`src/rtl/pipe_pkg.sv`:
```
// Shared types and defaults for the pipeline hazard controller.
// Also holds the Tnew/Tuse RAW compare used for every operand/stage pair.
package pipe_pkg;

  typedef enum logic {
    MD_IDLE = 1'b0,
    MD_BUSY = 1'b1
  } md_state_t;

  localparam logic [1:0] TUSE_NONE       = 2'd3;
  localparam int         MULT_CYC_DEF    = 5;
  localparam int         DIV_CYC_DEF     = 10;
  localparam int         MEM_TIMEOUT_DEF = 255;

  // A producer blocks the reader only if its value is not ready by the time ID needs it.
  function automatic logic raw_hit(
    input logic [4:0] a_id,
    input logic [1:0] tuse,
    input logic [4:0] a3,
    input logic       reg_write,
    input logic [1:0] tnew
  );
    return (a_id != 5'd0) && (a_id == a3) && reg_write &&
           (tuse != TUSE_NONE) && (tnew > tuse);
  endfunction

endpackage

```
`src/rtl/md_timer.sv`:
```
// Mult/div busy timer: starts when a mult/div leaves EX, counts down the
// unit latency, and pulses done the cycle busy drops.
module md_timer
  import pipe_pkg::*;
#(
  parameter int MULT_CYC = MULT_CYC_DEF,
  parameter int DIV_CYC  = DIV_CYC_DEF
) (
  input  logic clk,
  input  logic rst,
  input  logic start,
  input  logic is_div,
  input  logic freeze,
  output logic busy,
  output logic done
);

  md_state_t   state, next_state;
  logic [3:0]  cnt, next_cnt;
  logic        done_q, next_done;

  // NOTE: sequential state uses non-blocking assignments so every flop
  // samples the pre-edge values regardless of process ordering.
  always_ff @(posedge clk or negedge rst) begin
    if (!rst) begin
      state  <= MD_IDLE;
      cnt    <= 4'd0;
      done_q <= 1'b0;
    end else begin
      state  <= next_state;
      cnt    <= next_cnt;
      done_q <= next_done;
    end
  end

  // NOTE: every combinational output gets a default first so no path
  // through the case statement can infer a latch.
  always_comb begin
    next_state = state;
    next_cnt   = cnt;
    next_done  = 1'b0;
    case (state)
      MD_IDLE: begin
        // A start held in EX by a memory freeze has not left EX yet.
        if (start && !freeze) begin
          next_state = MD_BUSY;
          next_cnt   = is_div ? 4'(DIV_CYC) : 4'(MULT_CYC);
        end
      end
      MD_BUSY: begin
        next_cnt = cnt - 4'd1;
        if (cnt == 4'd1) begin
          next_state = MD_IDLE;
          next_done  = 1'b1;
        end
      end
      default: next_state = MD_IDLE;
    endcase
  end

  always_comb begin
    busy = (state == MD_BUSY);
    done = done_q;
  end

endmodule

```
`src/rtl/pipe_hazard_ctrl.sv`:
```
// Stall/flush sequencer for the five-stage pipeline: RAW hazards, mult/div
// interlock, data-memory freeze, memory timeout flag and stall statistics.
module pipe_hazard_ctrl
  import pipe_pkg::*;
#(
  parameter int MULT_CYC    = MULT_CYC_DEF,
  parameter int DIV_CYC     = DIV_CYC_DEF,
  parameter int MEM_TIMEOUT = MEM_TIMEOUT_DEF
) (
  input  logic        clk,
  input  logic        rst,
  input  logic [4:0]  A1_ID,
  input  logic [4:0]  A2_ID,
  input  logic [1:0]  Tuse_rs_ID,
  input  logic [1:0]  Tuse_rt_ID,
  input  logic [4:0]  A3_EX,
  input  logic        RegWrite_EX,
  input  logic [1:0]  Tnew_EX,
  input  logic [4:0]  A3_MEM,
  input  logic        RegWrite_MEM,
  input  logic [1:0]  Tnew_MEM,
  input  logic        md_use_ID,
  input  logic        md_start_EX,
  input  logic        md_div_EX,
  input  logic        dmem_req_MEM,
  input  logic        dmem_ready,
  output logic        stall_IF,
  output logic        stall_ID,
  output logic        stall_EX,
  output logic        stall_MEM,
  output logic        stall_WB,
  output logic        flush_EX,
  output logic        md_busy,
  output logic        md_done,
  output logic        mem_timeout,
  output logic [15:0] stall_cnt
);

  logic       rs_haz, rt_haz, md_haz;
  logic       freeze, hstall;
  logic [8:0] wait_cnt;

  always_comb begin
    rs_haz = raw_hit(A1_ID, Tuse_rs_ID, A3_EX,  RegWrite_EX,  Tnew_EX) |
             raw_hit(A1_ID, Tuse_rs_ID, A3_MEM, RegWrite_MEM, Tnew_MEM);
    rt_haz = raw_hit(A2_ID, Tuse_rt_ID, A3_EX,  RegWrite_EX,  Tnew_EX) |
             raw_hit(A2_ID, Tuse_rt_ID, A3_MEM, RegWrite_MEM, Tnew_MEM);
    md_haz = md_use_ID & (md_busy | md_start_EX);
    freeze = dmem_req_MEM & ~dmem_ready;
    // Freeze outranks a hazard: no bubble may enter while EX is held.
    hstall = (rs_haz | rt_haz | md_haz) & ~freeze;
  end

  always_comb begin
    stall_IF  = hstall | freeze;
    stall_ID  = hstall | freeze;
    flush_EX  = hstall;
    stall_EX  = freeze;
    stall_MEM = freeze;
    stall_WB  = freeze;
  end

  md_timer #(
    .MULT_CYC (MULT_CYC),
    .DIV_CYC  (DIV_CYC)
  ) u_md_timer (
    .clk    (clk),
    .rst    (rst),
    .start  (md_start_EX),
    .is_div (md_div_EX),
    .freeze (freeze),
    .busy   (md_busy),
    .done   (md_done)
  );

  // NOTE: only control/status flops live here, so all of them are reset;
  // there is no storage array that could be left unreset.
  always_ff @(posedge clk or negedge rst) begin
    if (!rst) begin
      wait_cnt    <= 9'd0;
      mem_timeout <= 1'b0;
      stall_cnt   <= 16'd0;
    end else begin
      if (!freeze)
        wait_cnt <= 9'd0;
      else if (wait_cnt != 9'h1FF)
        wait_cnt <= wait_cnt + 9'd1;

      if (wait_cnt == 9'(MEM_TIMEOUT))
        mem_timeout <= 1'b1;

      if (hstall && (stall_cnt != 16'hFFFF))
        stall_cnt <= stall_cnt + 16'd1;
    end
  end

endmodule

```
`config.mk`:
```
export PLATFORM = sky130hd
export DESIGN_NAME = pipe_hazard_ctrl
export DESIGN_NICKNAME = d
export VERILOG_FILES = /design/src/rtl/pipe_pkg.sv /design/src/rtl/md_timer.sv /design/src/rtl/pipe_hazard_ctrl.sv
export SDC_FILE = /design/constraint.sdc
export NUM_CORES = 1
export LEC_CHECK = 0
export ABC_AREA = 1
export BUFFER_PORTS_ARGS = -buffer_cell sky130_fd_sc_hd__buf_2
export CORE_MARGIN = 5
export CORE_UTILIZATION = 35
export CTS_CLUSTER_DIAMETER = 150
export DETAILED_ROUTE_END_ITERATION = 6
export GPL_ROUTABILITY_DRIVEN = 1
export PLACE_DENSITY_LB_ADDON = 0.25
export SETUP_SLACK_MARGIN = 0.5
export SLEW_MARGIN = 10
export SYNTH_ARGS = -nofsm -noshare
export SYNTH_HDL_FRONTEND = slang
export SYNTH_SLANG_ARGS = --single-unit
```
`constraint.sdc`:
```
create_clock -name clk -period 3.8 [get_ports clk]
set_input_delay 0.76 -clock clk [delete_from_list [all_inputs] [get_ports clk]]
set_output_delay 0.76 -clock clk [all_outputs]
set_load 0.005 [all_outputs]
```
Word level (Yosys, flattened, before mapping)
Index checks and enable logic that the tools add are counted.
Widths: inputs -> output; s select.

word-level totals
  input bits = 37
  ROM bits = 0
  RAM bits = 0
  memories = 0
  logic and storage cells = 68
  register bits after elaboration = 32
  output and inout bits = 25
  latch bits = 0

operators by class
  magnitude comparators = 4
  add/subtract/negate cells = 3
  equal/unequal tests = 12
  shift operators = 0
  div/mod/pow operators = 0
  multipliers = 0
  bitwise logic cells = 12
  reduce and logical (&&, ||, !) cells = 21
  multiplexer cells = 10

operator list
  operator               number
  $eq 5x5->1             4
  $logic_and 1x1->1      18
  $mux 9                 2
  $add 16x1->16 const B  1
  $ne 16x16->1 const B   1
  $reduce_bool 5->1      2
  $add 9x1->9 const B    1
  $eq 9x8->1 const B     1
  $ne 9x9->1 const B     1
  $gt 2x2->1             4
  $mux 4                 2
  $pmux 4 s2             1
  $or 1x1->1             6
  $eq 4x1->1 const B     1
  $mux 1                 4
  $ne 2x1->1 const B     2
  $ne 2x2->1 const B     2
  $sub 4x1->4 const B    1
  $and 1x1->1            3
  $not 1->1              3
  $pmux 1 s2             1
  $logic_not 1->1        1

Longest topological paths before layout
Gate-level depths: netlist of run 1.

  depth in word-level cells = 10
  mapped depth = 15
  gate-level depth less buffers = 14

By module
Synthesis of run 1 repeated with hierarchy kept, for this count alone.

unflattened totals
  cells, all modules = 356
  area, all modules = 2509.9 µm²

by module, submodules not included
  module            cells each  area each (µm²)  sequential area each (µm²)  times used
  pipe_hazard_ctrl  316         2190.9           650.6                       1
  md_timer          40          319.1            150.1                       1

Worst setup path after synthesis of run 1
No wires, ideal clock.

  path type = input to output
  start = input Tuse_rt_ID[1]
  end = output flush_EX
  cell stages on the path = 14
  slack = 1.036 ns
  arrival time = 2.004 ns
  buffers on the path = 1
  required time = 3.040 ns
  cells stage by stage = inv_1 -> ha_1 -> nand2_1 -> inv_2 -> nor2_1 -> nand2_1 -> nor2_1 -> nand2_1 -> nand2_1 -> nand2_1 -> nand3_2 -> buf_2 -> nand2_1 -> inv_1

between the ends
  word-level cells in the longest chain between the ends = 7
  elaborated cells between the ends (all ways) = 11
  those cells by class = order compare: 2; eq/ne: 1; bitwise: 4; reduce/logical: 4

RTL lines
  what                         RTL line                text
  start: declaration           pipe_hazard_ctrl.sv:15  input logic [1:0] Tuse_rt_ID,
  $ne 2x2->1                   pipe_pkg.sv:24          (tuse != TUSE_NONE) && (tnew > tuse);
  $logic_and 1x1->1            pipe_pkg.sv:23          return (a_id != 5'd0) && (a_id == a3) && reg_write &&
  $logic_and 1x1->1            pipe_pkg.sv:24
  $or 1x1->1 (*)               pipe_hazard_ctrl.sv:46  rt_haz = raw_hit(A2_ID, Tuse_rt_ID, A3_EX, RegWrite_EX, Tnew_EX) |
  $or 1x1->1 (*) (2 in a row)  pipe_hazard_ctrl.sv:51  hstall = (rs_haz | rt_haz | md_haz) & ~freeze;
  $and 1x1->1 (*)              pipe_hazard_ctrl.sv:51
  end: declaration             pipe_hazard_ctrl.sv:32  output logic flush_EX,

Every way passes the cells marked *; elsewhere a longest branch is shown, timed or not.

Worst setup path after layout of run 1
Ends and elaborated chain as after synthesis.

==> qor.yml, run 1 <==
leakage_nw: 1.65
p_seq_share_pct: 45.2
cp.required_ns: 3.04
routedWlPerCell_microns: 11.3
cts_tree: "yes"
setup_viol: 0
finalInstanceArea_sq_mm: 0.00290
die_y_microns: 93.6
gr-total-overflow: 0
grt_pass1_wl_microns: 9700
r2r-end: "stall_cnt[13]"
p_sw_mw: 0.344
diodes: 0
io_buffers: 61
yosys.area.top_type: "dfrtp_1"
grt_max_degree: 33
cp.arrival_ns: 2.10
min_path_type: "register to register"
die_w_microns: 93.6
path_max_fanout: 2
skew_ns: 0.00805
drt_iter0_drc: 75
ir_drop_uv: 151
synth_top_area_share_pct: 32.8
antenna_found_initial: 0
core-area_sq_mm: 0.00679
wirelength_microns: 5660
p_comb_share_pct: 31.7
synth_cells: 344
placed_area_sq_mm: 0.00283
core.rowCount: 30
topRoutingLayerUsed: "met4"
post_cts_buffers: 0
relSlewSlack_pct: 51.7
ant_nets: 0
final.setup.tns_ns: 0
ff2ff_path_depth: 9
whs_path_depth: 1
clk_latency_ns: 0.28
via_count: 2262
clkTransAtPathRegs_ns: 0.06
met1_length_microns: 2750
numPlacedInstances: 494
grtUsageTotal_pct: 13.6
yosysWarningCount: 0
synth_area_leaders: "dfrtp_1 (33%), nand2_1 (16%), ha_1 (7.2%)"
ctsHoldBuffers: 0
syn_avg_cell_area_sq_um: 7.11
place_congestion: 0.854
pre_cts_ws_ns: 0.913
power_density_mw_per_mm2: 345
slew_violations: 0
cts_num_sinks: 32
routed_via_density: 4.53
hold_viol: 0
htreeDepth: 2
clockBufferDepth: 2
finalCriticalPeriod_ns: 2.86
rsz0062_at_grt: "no"
final_cells: 499
max_freq_ghz: 0.350
nets: 456
ys_ff_latch: 32
min_from: "mem_timeout"
drc: 0
dieArea_sq_mm: 0.00876
routed-wl-met2_microns: 2550
worst_slew_pin_slew_ns: 0.724
maxCapViolCount: 0
syn_area_sq_mm: 0.00244
holdPathEnd: "mem_timeout"
syn-num-nets: 395
syn_to_final_growth_pct: 18.4
cts_repair_resize_count: 0
power.share.switching_pct: 34.5
dr_wl_met3_microns: 276
drive_gt1_share_pct: 21.3
setup.worst_path.class: "input port to primary output"
worstReg2RegStart: "stall_cnt[0]"
yosysUniqueCellTypes: 31
io_pins: 62
r2r_slack_ns: 1.72
grt_pass1_vias: 2131
end_kind: "primary output"
dr.pass1.iters: 5
cts_buffers: 5
dpl.hpwl_microns: 4420
start_util_pct: 36.0
timing.final.ws_setup_ns: 0.942
root_buffer: "clkbuf_8"
seq_area_frac_synth_pct: 32.8
timing.final.crit_share_pct: 75.2
cp-start-kind: "input port"
p_int_mw: 0.653
clock_power_share_pct: 23.1
status: "finished, final reports clean"
[worst max-delay path, cell delays in order]
cell	delay, ns
buf_2	0.09
inv_1	0.06
ha_1	0.30
nand2_1	0.08
inv_2	0.03
nor2_1	0.08
nand2_1	0.05
nor2_1	0.11
nand2_1	0.08
nand2_1	0.06
nand2_1	0.07
nand3_2	0.07
nand2_1	0.08
inv_1	0.07
buf_2	0.10
[cell type report]
class / instances / area, sq um
multi-input cells: 252 / 1400
clock buffers: 5 / 68.8
well taps: 96 / 120
inverters: 52 / 195
flip-flops and latches: 32 / 801
repair buffers: 62 / 313
fillers: 733 / 3900
[cell usage after synthesis (all sizes together)]
cell and number:
a211oi 1, a21oi 11, a221oi 1, a311oi 1, a31oi 1, buf 6
clkbuf 2, dfrtp 32, ha 14, inv 52, nand2 105, nand3 10
nand4 19, nor2 40, nor3 6, nor4 1, o21ai 7, o21bai 5
o22ai 1, o31ai 1, or2 2, xnor2 13, xor2 13
[per-layer routing]
| metal | global-route usage [%] | up-vias |
|---|---|---|
| li1 | - | 1209 |
| met4 | 3.25 | 0 |
| met2 | 21.7 | 50 |
| met1 | 18.8 | 992 |
| met3 | 2.90 | 11 |
| met5 | 0 | - |
[cell usage in the layout, fill, tap and decap left out, drive strengths merged]
cell and instances:
ha 14, nand2 105, a211oi 1, nand4 19, a31oi 1, o31ai 1
or2 2, a311oi 1, inv 52, o21ai 7, xor2 13, nand3 10
clkbuf 5, o22ai 1, a21oi 11, xnor2 13, buf 62, nor4 1
nor2 40, nor3 6, o21bai 5, a221oi 1, dfrtp 32
[state kept, by name (all words and copies together), names as in the netlist]
signal           flops
u_md_timer.done      1
wait_cnt             9
u_md_timer.busy      1
u_md_timer.cnt       4
mem_timeout          1
stall_cnt           16
[per-stage QoR]
stage	power, mW	utilization [%]	hold slack, ns
after CTS	1.01	42.6	0.466
final	0.998	42.6	0.459
after detailed placement	0.777	41.6	0.453
after global placement	0.771	41.6	0.449
after floorplan	0.663	-	0.434
after global routing	1.09	42.6	0.491
[power groups by stage]
| stage | Sequential [mW] | Combinational [mW] | Clock (mW) |
|---|---|---|---|
| after global routing | 0.464 | 0.371 | 0.256 |
| final | 0.451 | 0.316 | 0.230 |
| after floorplan | 0.447 | 0.216 | 0 |
| after detailed placement | 0.456 | 0.322 | 0 |
| after CTS | 0.451 | 0.323 | 0.240 |
| after global placement | 0.455 | 0.316 | 0 |
[worst max path at each step]
stage                              from        to  slack (ns)  cells past startpoint
final                     Tuse_rt_ID[1]  flush_EX        0.94                     15
after CTS                 Tuse_rt_ID[1]  flush_EX        0.91                     15
after detailed placement  Tuse_rt_ID[1]  flush_EX        0.91                     15
after global routing      Tuse_rs_ID[1]  flush_EX        0.76                     15
after floorplan           Tuse_rt_ID[1]  flush_EX        1.04                     14
after global placement    Tuse_rt_ID[1]  flush_EX        0.91                     15
[cells by family after synthesis]
group / after synthesis / share of synthesized area [%]
XOR/XNOR: 26 / 9.31
flip-flops: 32 / 32.8
AO/OA/AOI/OAI: 29 / 7.06
adder cells (fa/ha/maj): 14 / 7.16
buffers and inverters: 60 / 10.1
AND/OR/NAND/NOR: 183 / 33.6
No activity file was read; power rests on OpenSTA's default activity.
==> inputs of run 2 (changes only) <==
clock period = 2.6 ns   (was 3.8 ns; I/O delays follow)
==> qor.yml, run 2 (synthesized netlist as in run 1, its figures left out) <==
status: "finished, final reports clean"
maxCapViolCount: 0
routed-wl-met2_microns: 2880
topRoutingLayerUsed: "met4"
root_buffer: "clkbuf_8"
place_congestion: 0.877
clock_power_share_pct: 24.9
cp.arrival_ns: 1.76
via_count: 2412
p_sw_mw: 0.547
leakage_nw: 1.74
syn_to_final_growth_pct: 32.7
path_max_fanout: 2
cts_buffers: 5
grt_pass1_wl_microns: 9430
nets: 467
cts_tree: "yes"
layout_common_cells: "nand2_1 (97), buf_2 (54), inv_1 (36)"
gr-total-overflow: 0
core-area_sq_mm: 0.00679
slew_violations: 0
final_util_pct: 47.7
grt_pass1_vias: 2157
antenna_found_initial: 0
largest_reg_flops: 16
drc: 0
die_y_microns: 93.6
dieArea_sq_mm: 0.00876
final.setup.tns_ns: 0
dr.pass1.iters: 4
die_w_microns: 93.6
p_int_mw: 1.03
ir_drop_uv: 228
largest_registers: "stall_cnt: 16 flops, wait_cnt: 9 flops, u_md_timer.cnt: 4 flops"
drive_gt1_share_pct: 30.7
diodes: 0
io_buffers: 61
io_pins: 62
core.rowCount: 30
hold_viol: 0
setup_viol: 0
power_density_mw_per_mm2: 486
ctsHoldBuffers: 0
clockBufferDepth: 2
end_kind: "primary output"
min_path_type: "input port to async pin"
dr_wl_met3_microns: 350
ant_nets: 0
dpl.hpwl_microns: 4520
worst_slew_pin_slew_ns: 0.747
htreeDepth: 2
p_seq_share_pct: 41.8
grtUsageTotal_pct: 13.2
timing.final.crit_share_pct: 87.7
final_common_cell: "nand2_1"
top_register: "stall_cnt"
grt_max_degree: 33
cp-start-kind: "input port"
rsz0062_at_grt: "yes"
drt_iter0_drc: 106
finalCriticalPeriod_ns: 2.28
fillers: 672
relSlewSlack_pct: 50.2
routed_via_density: 4.70
power.share.switching_pct: 34.7
clkTransAtPathRegs_ns: 0.06
cp.required_ns: 2.08
skew_ns: 0.00407
met1_length_microns: 2870
max_freq_ghz: 0.439
clk_latency_ns: 0.28
routedWlPerCell_microns: 11.9
wirelength_microns: 6130
start_util_pct: 36.0
p_comb_share_pct: 33.2
setup.worst_path.class: "input port to primary output"
cts_num_sinks: 32
run 2: worst paths after layout:
path,start,to,slack (ns),depth (start not counted)
max in group asynchronous,rst,stall_cnt[11],1.82,1
hold reg to reg,mem_timeout,mem_timeout,0.47,1
min in group clk,mem_timeout,mem_timeout,0.47,1
hold / removal,rst,wait_cnt[7],0.30,1
setup reg to reg,stall_cnt[0],stall_cnt[1],0.63,9
setup / recovery,Tnew_EX[1],flush_EX,0.32,13
run 2: area by class of cell:
type | instances | area, sq um | share of cell area (%)
Multi-Input combinational cell | 254 | 1580 | 48.6
Sequential cell | 32 | 801 | 24.7
Tap cell | 96 | 120 | 3.70
Clock buffer | 6 | 82.6 | 2.55
Inverter | 52 | 220 | 6.79
Timing Repair Buffer | 71 | 433 | 13.3
Clock inverter | 2 | 10.0 | 0.309
run 2: power groups by stage:
stage	Combinational (mW)	Clock, mW	Sequential (mW)
3_5_place_dp	0.491	0	0.668
4_1_cts	0.506	0.412	0.660
2_1_floorplan	0.332	0	0.654
6_report	0.524	0.392	0.659
3_3_place_gp	0.485	0	0.666
5_1_grt	0.604	0.427	0.672
run 2: stage by stage:
stage | hold slack, ns | total power [mW] | cell area, sq um | worst slack [ns] | cells
after floorplan | 0.224 | 0.985 | 2570 | 0.486 | 344
after global placement | 0.454 | 1.15 | 2960 | 0.243 | 496
after detailed placement | 0.453 | 1.16 | 2960 | 0.211 | 496
after CTS | 0.324 | 1.58 | 3110 | 0.337 | 506
after global routing | 0.366 | 1.70 | 3240 | 0.279 | 513
final | 0.301 | 1.58 | 3240 | 0.321 | 513
run 2: what timing repair did:
item	CTS	global route
buffers inserted	2	5
resized for setup	11	20
setup endpoints to repair	3	21
cloned	0	2
pin swaps	14	20
run 2: critical path, cell delays in order:
cell and delay (ns):
buf_6 0.11, ha_4 0.26, inv_1 0.04, o21bai_1 0.14
nand2_1 0.07, nor2_1 0.12, nand2_1 0.06, nand2_1 0.08
nand2_2 0.08, nand3_4 0.10, nand2_2 0.06, inv_2 0.05
buf_6 0.08
run 2: metal layers:
| metal | vias up | track usage [%] |
|---|---|---|
| met5 | - | 0 |
| met4 | 0 | 3.13 |
| met1 | 1094 | 17.6 |
| met3 | 4 | 3.22 |
| li1 | 1247 | - |
| met2 | 67 | 21.6 |
==> inputs of run 3 (changes only) <==
CELL_PAD_IN_SITES_DETAIL_PLACEMENT = 1   (was default)
CELL_PAD_IN_SITES_GLOBAL_PLACEMENT = 2   (was default)
CORE_UTILIZATION = 26   (was 35)
==> qor.yml, run 3 (synthesized netlist as in run 1, its figures left out) <==
ff2ff_path_depth: 13
htreeDepth: 2
grtUsageMet1_pct: 16.9
dr.pass1.iters: 4
worstReg2RegStart: "wait_cnt[0]"
dieArea_sq_mm: 0.0114
clockBufferDepth: 2
rsz0062_at_grt: "yes"
placed_area_sq_mm: 0.00301
cp-start-kind: "input port"
die_y_microns: 107
syn_to_final_growth_pct: 32.2
cts_tree: "yes"
grt_pass1_wl_microns: 12200
start_util_pct: 26.6
numPlacedInstances: 514
nets: 466
clkTransAtPathRegs_ns: 0.07
finalInstanceArea_sq_mm: 0.00323
layout_common_cells: "nand2_1 (96), buf_2 (55), inv_1 (35)"
drc: 0
end_kind: "primary output"
diodes: 0
min_path_type: "input port to async pin"
relSlewSlack_pct: 48.5
largest_registers: "stall_cnt: 16 flops, wait_cnt: 9 flops, u_md_timer.cnt: 4 flops"
final.setup.tns_ns: 0
fillers: 1167
io_pins: 62
r2r_slack_ns: 0.70
cp.required_ns: 2.08
met2_usage_pct: 22.4
max_freq_ghz: 0.442
clk_latency_ns: 0.27
gr-total-overflow: 0
routed_via_density: 4.61
maxCapViolCount: 0
crit_path_start: "Tuse_rt_ID[1]"
largest_reg_flops: 16
skew_ns: 0.00455
setup.worst_path.class: "input port to primary output"
p_total_mw: 1.54
leakage_nw: 1.71
finalCriticalPeriod_ns: 2.26
ir_drop_uv: 154
dpl.hpwl_microns: 5680
core.rowCount: 35
final_common_cell: "nand2_1"
grt_busiest_layer: "met2"
wirelength_microns: 7060
place_congestion: 0.791
grt_max_degree: 33
root_buffer: "clkbuf_8"
cp.arrival_ns: 1.74
ctsHoldBuffers: 0
ant_nets: 0
cts_num_sinks: 32
path_max_fanout: 2
drive_gt1_share_pct: 30.8
die_w_microns: 107
worst_slew_pin_slew_ns: 0.773
via_count: 2417
timing.final.crit_share_pct: 87.0
grt_use_met3_pct: 2.29
core-area_sq_mm: 0.00920
io_buffers: 61
final_util_pct: 35.1
top_register: "stall_cnt"
cts_buffers: 5
hold_viol: 0
slew_violations: 0
final_cells: 524
grtUsageTotal_pct: 13.0
power_density_mw_per_mm2: 478
status: "finished, final reports clean"
setup_viol: 0
routedWlPerCell_microns: 13.5
r2r-end: "wait_cnt[7]"
drt_iter0_drc: 69
grt_pass1_vias: 2527
antenna_found_initial: 0
==> run 3: critical path, stage by stage <==
cell and delay [ns]:
buf_12 0.09, inv_12 0.03, ha_4 0.26, inv_2 0.03, o21bai_1 0.15, nand2_1 0.08, nor2_1 0.10, nand2_1 0.05
nand2_1 0.06, nand2_2 0.08, nand3_4 0.09, nand2_2 0.06, inv_2 0.04, buf_2 0.09
==> run 3: timing repair <==
| item | 4_1_cts | 5_1_grt |
|---|---|---|
| setup buffers | 1 | 4 |
| setup endpoints to repair | 3 | 22 |
| resized for setup | 17 | 18 |
| pin swaps | 16 | 21 |
| hold endpoints to repair | 0 | 0 |
==> run 3: worst max-delay path by stage <==
stage | to | slack [ns] | cells past startpoint
2_1_floorplan | flush_EX | 0.49 | 13
3_3_place_gp | flush_EX | 0.15 | 14
3_5_place_dp | flush_EX | 0.14 | 14
4_1_cts | flush_EX | 0.29 | 14
5_1_grt | flush_EX | 0.20 | 15
6_report | flush_EX | 0.34 | 14
==> run 3: where the power goes <==
| part | switching [mW] | internal, mW |
|---|---|---|
| Combinational | 0.294 | 0.243 |
| Sequential | 0.0841 | 0.574 |
| Clock | 0.177 | 0.173 |
==> run 3: per-stage QoR <==
stage | worst slack (ns) | hold WS (ns)
after floorplan | 0.486 | 0.224
after global routing | 0.196 | 0.395
after global placement | 0.148 | 0.452
final | 0.337 | 0.318
after detailed placement | 0.141 | 0.452
after CTS | 0.295 | 0.349
==> run 3: final cells by class <==
class	count	area, sq um	area share [%]
clock buffer	5	68.8	2.13
inverter	52	218	6.74
multi-input combinational	252	1560	48.4
sequential	32	801	24.8
tap	111	139	4.30
timing repair buffer	72	442	13.7
==> run 3: per-layer routing <==
| layer | routed length (microns) | part of all wire [%] | up-vias |
|---|---|---|---|
| met1 | 3350 | 47 | 1141 |
| li1 | - | - | 1224 |
| met5 | 0 | 0 | - |
| met2 | 3370 | 48 | 47 |
| met3 | 258 | 3.7 | 5 |
| met4 | 80 | 1.1 | 0 |
